**config.mk**
```make
export PLATFORM = sky130hd
export DESIGN_NAME = d_ff_share_arb
export DESIGN_NICKNAME = d
export VERILOG_FILES = /design/src/rtl/d_ff_share_arb.sv
export SDC_FILE = /design/constraint.sdc
export NUM_CORES = 1
export LEC_CHECK = 0
export ABC_AREA = 1
export BUFFER_PORTS_ARGS = -buffer_cell sky130_fd_sc_hd__buf_2
export CAP_MARGIN = 30
export CELL_PAD_IN_SITES_DETAIL_PLACEMENT = 0
export CELL_PAD_IN_SITES_GLOBAL_PLACEMENT = 2
export CORE_MARGIN = 2
export CORE_UTILIZATION = 26
export CTS_CLUSTER_SIZE = 28
export DETAILED_ROUTE_END_ITERATION = 16
export PLACE_DENSITY = 0.86
export RECOVER_POWER = 50
export SLEW_MARGIN = 10
export SYNTH_ARGS = -nofsm -noshare
export SYNTH_HDL_FRONTEND = slang
export SYNTH_SLANG_ARGS = --single-unit
```
**constraint.sdc**
```tcl
create_clock -name clk_i -period 4.1 [get_ports clk_i]
set_input_delay 0.82 -clock clk_i [delete_from_list [all_inputs] [get_ports clk_i]]
set_output_delay 0.82 -clock clk_i [all_outputs]
set_load 0.02 [all_outputs]
```
**src/rtl/d_ff_share_arb.sv**
```systemverilog
// Round-robin arbiter sharing one registered WIDTH-bit flop bank among NREQ requesters.
// A winner is granted for one cycle. Its data is captured on the following edge.
// The value is then held before the bank is offered to the next requester.
//
// state | meaning
// IDLE  | bank free; arbitrate on any request
// GRANT | one-hot grant out; capture on next edge if the winner still requests
// HOLD  | captured value held; requests wait until IDLE
module d_ff_share_arb #(
    parameter  int NREQ        = 4,
    parameter  int WIDTH       = 8,
    parameter  int HOLD_CYCLES = 2,
    localparam int PW          = $clog2(NREQ),
    localparam int CW          = $clog2(HOLD_CYCLES + 1)
) (
    input  logic                  clk_i,
    input  logic                  rst_i,
    input  logic [NREQ-1:0]       req_i,
    input  logic [NREQ*WIDTH-1:0] d_in_i,
    output logic [NREQ-1:0]       gnt_o,
    output logic [WIDTH-1:0]      d_out_o,
    output logic                  upd_o,
    output logic                  abort_o,
    output logic [PW-1:0]         owner_o,
    output logic                  busy_o
);

    typedef enum logic [1:0] {
        IDLE  = 2'd0,
        GRANT = 2'd1,
        HOLD  = 2'd2
    } state_t;

    state_t            state_q, state_d;
    logic [NREQ-1:0]   gnt_q, gnt_d;
    logic [WIDTH-1:0]  d_out_q, d_out_d;
    logic              upd_q, upd_d;
    logic              abort_q, abort_d;
    logic [PW-1:0]     owner_q, owner_d;
    logic [PW-1:0]     ptr_q, ptr_d;
    logic [CW-1:0]     cnt_q, cnt_d;

    logic [PW-1:0]     win_idx;
    logic [PW-1:0]     win_next;

    // Round-robin pick: scan from ptr upward with wrap. Scanning from the far end
    // and overwriting leaves the first hit in scan order.
    always_comb begin
        win_idx = '0;
        for (int k = NREQ - 1; k >= 0; k--) begin
            int idx;
            idx = int'(ptr_q) + k;
            if (idx >= NREQ) idx = idx - NREQ;
            if (req_i[idx]) win_idx = PW'(idx);
        end
        win_next = (int'(win_idx) == NREQ - 1) ? '0 : win_idx + PW'(1);
    end

    // Next-state and registered-output logic of the sequencer.
    always_comb begin
        state_d = state_q;
        gnt_d   = '0;
        d_out_d = d_out_q;
        upd_d   = 1'b0;
        abort_d = 1'b0;
        owner_d = owner_q;
        ptr_d   = ptr_q;
        cnt_d   = cnt_q;
        case (state_q)
            IDLE: begin
                if (req_i != '0) begin
                    gnt_d          = '0;
                    gnt_d[win_idx] = 1'b1;
                    owner_d        = win_idx;
                    ptr_d          = win_next;
                    state_d        = GRANT;
                end
            end
            GRANT: begin
                if (req_i[owner_q]) begin
                    d_out_d = d_in_i[int'(owner_q)*WIDTH +: WIDTH];
                    upd_d   = 1'b1;
                    // The capture cycle plus HOLD_CYCLES further cycles are spent in HOLD,
                    // giving a HOLD_CYCLES+3 grant period under continuous request.
                    cnt_d   = CW'(HOLD_CYCLES);
                    state_d = HOLD;
                end else begin
                    abort_d = 1'b1;
                    state_d = IDLE;
                end
            end
            HOLD: begin
                if (cnt_q == '0) state_d = IDLE;
                else             cnt_d   = cnt_q - CW'(1);
            end
            default: state_d = IDLE;
        endcase
    end

    // State and output registers with synchronous reset.
    always_ff @(posedge clk_i) begin
        if (rst_i) begin
            state_q <= IDLE;
            gnt_q   <= '0;
            d_out_q <= '0;
            upd_q   <= 1'b0;
            abort_q <= 1'b0;
            owner_q <= '0;
            ptr_q   <= '0;
            cnt_q   <= '0;
        end else begin
            state_q <= state_d;
            gnt_q   <= gnt_d;
            d_out_q <= d_out_d;
            upd_q   <= upd_d;
            abort_q <= abort_d;
            owner_q <= owner_d;
            ptr_q   <= ptr_d;
            cnt_q   <= cnt_d;
        end
    end

    assign gnt_o   = gnt_q;
    assign d_out_o = d_out_q;
    assign upd_o   = upd_q;
    assign abort_o = abort_q;
    assign owner_o = owner_q;
    assign busy_o  = (state_q != IDLE);

endmodule

```
After elaboration in Yosys (flattened, before gate mapping) --
Cells that the tools add are included.
Storage, ports and cells: word-level logic and storage cells 85, output and inout bits 17, input bits 38, register bits 22
Cells by class: $lt $le $gt $ge 11, equality and inequality tests 7, mux-type cells 34, reductions and logical operators 12, add/subtract/negate cells 9, shifts and indexed selects 1, bitwise operators 3
Operators by type and width (count):
- 32-bit by 4-bit less-than comparator with 1-bit output (second input constant) | 4
- 32-bit 2-to-1 mux | 4
- 32-bit by 6-bit variable part select with 8-bit output | 1
- 2-bit 2-to-1 mux | 10
- 1-bit 2-to-1 mux | 12
- 3-bit by 3-bit subtractor with 4-bit output (second input constant) | 3
- 1-bit binary-select mux with 2-bit select | 5
- 3-bit greater-or-equal comparator (second input constant) | 3
- 2-bit inequality test (second input constant) | 4
- 2-bit by 2-bit adder with 3-bit output (second input constant) | 2
- 2-bit by 3-bit less-than comparator with 1-bit output (second input constant) | 2
- 2-bit one-hot mux with 3 select lines | 1
- 2-bit AND reduction | 3
- 2-bit by 1-bit equality test with 1-bit output (second input constant) | 2
- 2-bit zero test | 2
- 2-bit one-hot mux with 2 select lines | 1
- 2-bit nonzero test | 2
- 4-bit nonzero test | 1
- 2-bit by 3-bit subtractor with 4-bit output (second input constant) | 1
- 2-bit by 1-bit adder with 3-bit output (second input constant) | 1
- 2-bit by 3-bit greater-or-equal comparator with 1-bit output (second input constant) | 1
- 1-bit NOT | 3
- 3-bit AND reduction | 1
- 3-bit OR reduction | 1
- 7 further kinds | 7

Longest topological paths before layout --
depth after elaboration 14, mapped depth 14

Worst setup path after synthesis --
Ideal clock, no wire load.
path type input-to-reg, start input req_i[1], end register ptr_q[1], stages on the path 10, buffers on the path 0, library setup time 75 ps, arrival time 1738 ps, required time 4025 ps, path slack 2288 ps, cell sequence inv_1 -> nand2_1 -> nand3_1 -> nand2_1 -> nand3_1 -> nand2_1 -> nand2_2 -> nand2_2 -> ha_1 -> o22ai_1
Between the ends: word-level cells in the longest chain between the ends 9, elaborated cells on any way between the ends 21
RTL lines:
- from (decl) | line 18 | input logic [NREQ-1:0] req_i,
- 1-bit binary-select mux with 2-bit select | line 54 | if (req_i[idx]) win_idx = PW'(idx);
- 1-bit 2-to-1 mux (not written as such) (2 in a row) | line 54
- 2-bit 2-to-1 mux (3 in a row) | line 54
- 2-bit 2-to-1 mux (*) | line 54
- named net win_idx[0] | line 43 | logic [PW-1:0] win_idx;
- 2-bit by 1-bit adder with 2-bit output / 2-bit by 1-bit equality test with 1-bit output (equally long branches) | line 56 | win_next = (int'(win_idx) == NREQ - 1) ? '0 : win_idx + PW'(1);
- 2-bit 2-to-1 mux (*) | line 56
- to (signal assigned) | line 118 | ptr_q <= ptr_d;
- to (decl) | line 40 | logic [PW-1:0] ptr_q, ptr_d;
The timed path passes the listed nets; every way through them passes the cells marked *. The select of a mux whose other input is x is not followed. A chain may end at the register's enable or synchronous reset.

Worst setup path in the final report --
start register owner_q[0], in the netlist owner_o[0], end output owner_o[0]
RTL lines:
- from (decl) | line 39 | logic [PW-1:0] owner_q, owner_d;
- from (signal assigned) | line 117 | owner_q <= owner_d;
- to (decl) | line 24 | output logic [PW-1:0] owner_o,
No word-level cell between the ends.

==> run metrics <==
outcome completed; Register-to-Register Path Depth 7; critical path depth 1; Relative slew margins 0.581; Yosys Warn Count 0; drt total wl ~3400 um; via count roughly 1.4k; maxcap violations 0; end point of the critical path owner_o[0]; CP Cell Sequence buf_2; Pre-antenna DRT Iters 4; cts-stage hold buffer count 0; top cell type's share of synthesized area 0.326; CP startpoint owner_o[0]$_SDFFE_PP0N_; CTS buffer count 3; Yosys top cell by area dfxtp_1; RSZ-0062 raised after global routing false; fin nets 305; Core Rows 26; Seq cells post-synth 22; post_cts resized 0; H-tree Lvls 1; Comb pwr share 0.496; commonest cells in the synthesized netlist nand2_1 (33), nor2_1 (33), o21ai_0 (31); number of global-route vias before repair 1,324; dpl hpwl 2730 um; TNS Setup 0 ns; post-CTS setup repair buffer count 0; initial antenna violation count 0; Max stage delay cell, worst path dfxtp_1; Final Hold Viols 0; core footprint 0.00507 mm2; Post-Syn Instances 209; Power Internal 489 uW; EDFF count, synth 0; Final Max Slew Viols 0; CTS tree yes; number of remaining DRC errors 0; post-synthesis sequential area ratio 0.326; r2r startpoint owner_o[0]$_SDFFE_PP0N_; Tcrit/Tclk final 0.507; Yosys cell types 19; mapped cell area between 0.001 and 0.0015 mm2; initial core utilization 0.266; Leakage 0.793 nW; switching part of the total power 0.468; clk_skew about 0.0022 ns; CTS Buffer Depth 2; Vias/cell 4.23; CP bufs+invs 1; share of cells above drive strength 1 0.212; worst min path class reg -> reg; 1st-iter DRT viols 86; Fmax achieved 481 MHz; I/O pin count 55; grt ovf 0; clock-pin transition on the worst setup and hold timing paths about 0.070 ns; CTS Sinks 22; reg-to-reg slack, setup 2.06 ns; crit path max fanout 21; DRT antenna net count 0; PwrDens between 500 and 600 mW/mm2; Reg power frac 0.363; largest cells by area after synthesis dfxtp_1 (33%), o21ai_0 (11%), nand2_1 (9.2%); Layout area overhead 23.8%; Max rail drop VDD 0.171 mV; hold path depth 2; Synth Area per Inst 6.47 um2; fin cells 329; Worst-Margin Slew approximately 0.63 ns; asr flop ratio synth 0; first-pass GRT wire length 5930 um; CP startpoint kind flip-flop; Routed wire per std cell 10.5 um; Top delay family on crit path flip-flops; syn_nets roughly 250; Worst EP arrival around 1.3 ns; largest net degree at the start of global routing 22; CP peak stage delay between 0.7 and 0.8 ns; Critical R2R Capture state_q[1]$_SDFFE_PP0P_; net switching power ~430 uW; clock group share of total power 0.141; Tmin final 2.08 ns; worst skew pair latency 0.26 ns; critical path capture point type output port; Port Buffers 54; Die X 76.1 um; chip height approximately 76 um; antenna fix cells 0; Clock Tree Root clkbuf_8; worst endpoint required time 3.28 ns; Synth Flop Type dfxtp_1; GRT Total Usage 0.122; GPL Wtd Cong 0.797; die footprint 0.00579 mm2; Final setup viols 0; cell count after placement 326; fillers 602; critical path class reg -> out
-- per-stage QoR --
stage	setup slack [ns]	power (mW)	hold slack, ns	area (um2)	util
finish	2.02	0.918	0.444	1670	0.330
global route	1.72	1.02	0.476	1670	0.330
CTS	2.00	0.943	0.447	1700	0.335
detailed placement	2.01	0.811	0.436	1660	0.326
global placement	2.01	0.810	0.430	1660	0.326
floorplan	2.29	0.699	0.430	1350	-
-- cells by family after synthesis --
logic type,synth area share
buffers and inverters,0.131
adder cells (fa/ha/maj),0.0556
AO/OA/AOI/OAI,0.179
AND/OR/NAND/NOR,0.308
flip-flops,0.326
-- placed cells by master (no fill, tap or decap) --
cell type,n
a21oi_1,13
buf_2,38
clkbuf_1,16
clkbuf_8,3
dfxtp_1,22
ha_1,6
inv_1,30
inv_2,1
inv_6,1
nand2_1,35
nand2_2,9
nand3_1,11
nand3_2,2
nand4_1,3
nor2_1,33
nor2_2,1
o21ai_0,31
o21ai_1,3
o22ai_1,1
-- power groups by stage --
stage	registers, mW	logic [mW]	clock network, mW
finish	0.333	0.456	0.129
global route	0.348	0.527	0.142
CTS	0.333	0.476	0.134
detailed placement	0.337	0.473	0
global placement	0.336	0.474	0
floorplan	0.340	0.359	0
-- worst min path at each step --
stage / to / startpoint / slack (ns)
final: d_out_o[5]$_SDFFE_PP0P_ / d_out_o[5]$_SDFFE_PP0P_ / 0.44
after global routing: d_out_o[6]$_SDFFE_PP0P_ / d_out_o[6]$_SDFFE_PP0P_ / 0.48
after CTS: d_out_o[5]$_SDFFE_PP0P_ / d_out_o[5]$_SDFFE_PP0P_ / 0.45
after detailed placement: d_out_o[5]$_SDFFE_PP0P_ / d_out_o[5]$_SDFFE_PP0P_ / 0.44
after global placement: d_out_o[3]$_SDFFE_PP0P_ / d_out_o[3]$_SDFFE_PP0P_ / 0.43
after floorplan: cnt_q[1]$_SDFFE_PP0P_ / cnt_q[1]$_SDFFE_PP0P_ / 0.43
-- worst min-delay path, cell delays in order, from the launching register on --
cell and delay [ns]:
dfxtp_1 0.31, inv_1 0.04, a21oi_1 0.05
-- layout make-up --
class | count | area [um2] | area share
multi-input cells | 148 | 728 | 0.435
flip-flops and latches | 22 | 440 | 0.263
repair buffers | 54 | 250 | 0.150
inverters | 32 | 125 | 0.0748
well taps | 70 | 87.6 | 0.0524
clock buffers | 3 | 41.3 | 0.0247
-- layer usage --
| metal | wire, um | share of wire | vias to the layer above | track usage |
|---|---|---|---|---|
| met5 | 0 | 0 | - | 0 |
| met4 | 48 | 0.014 | 0 | 0.0382 |
| met3 | 132 | 0.038 | 4 | 0.00592 |
| met2 | 1480 | 0.43 | 31 | 0.198 |
| met1 | 1790 | 0.52 | 593 | 0.173 |
| li1 | - | - | 765 | - |
-- state kept, by name, summed over array words and instances, names as in the netlist --
register,count
upd_o,1
d_out_o,8
state_q,2
owner_o,2
abort_o,1
ptr_q,2
gnt_o,4
cnt_q,2
Note: power is estimated with default switching activity, not from simulation.
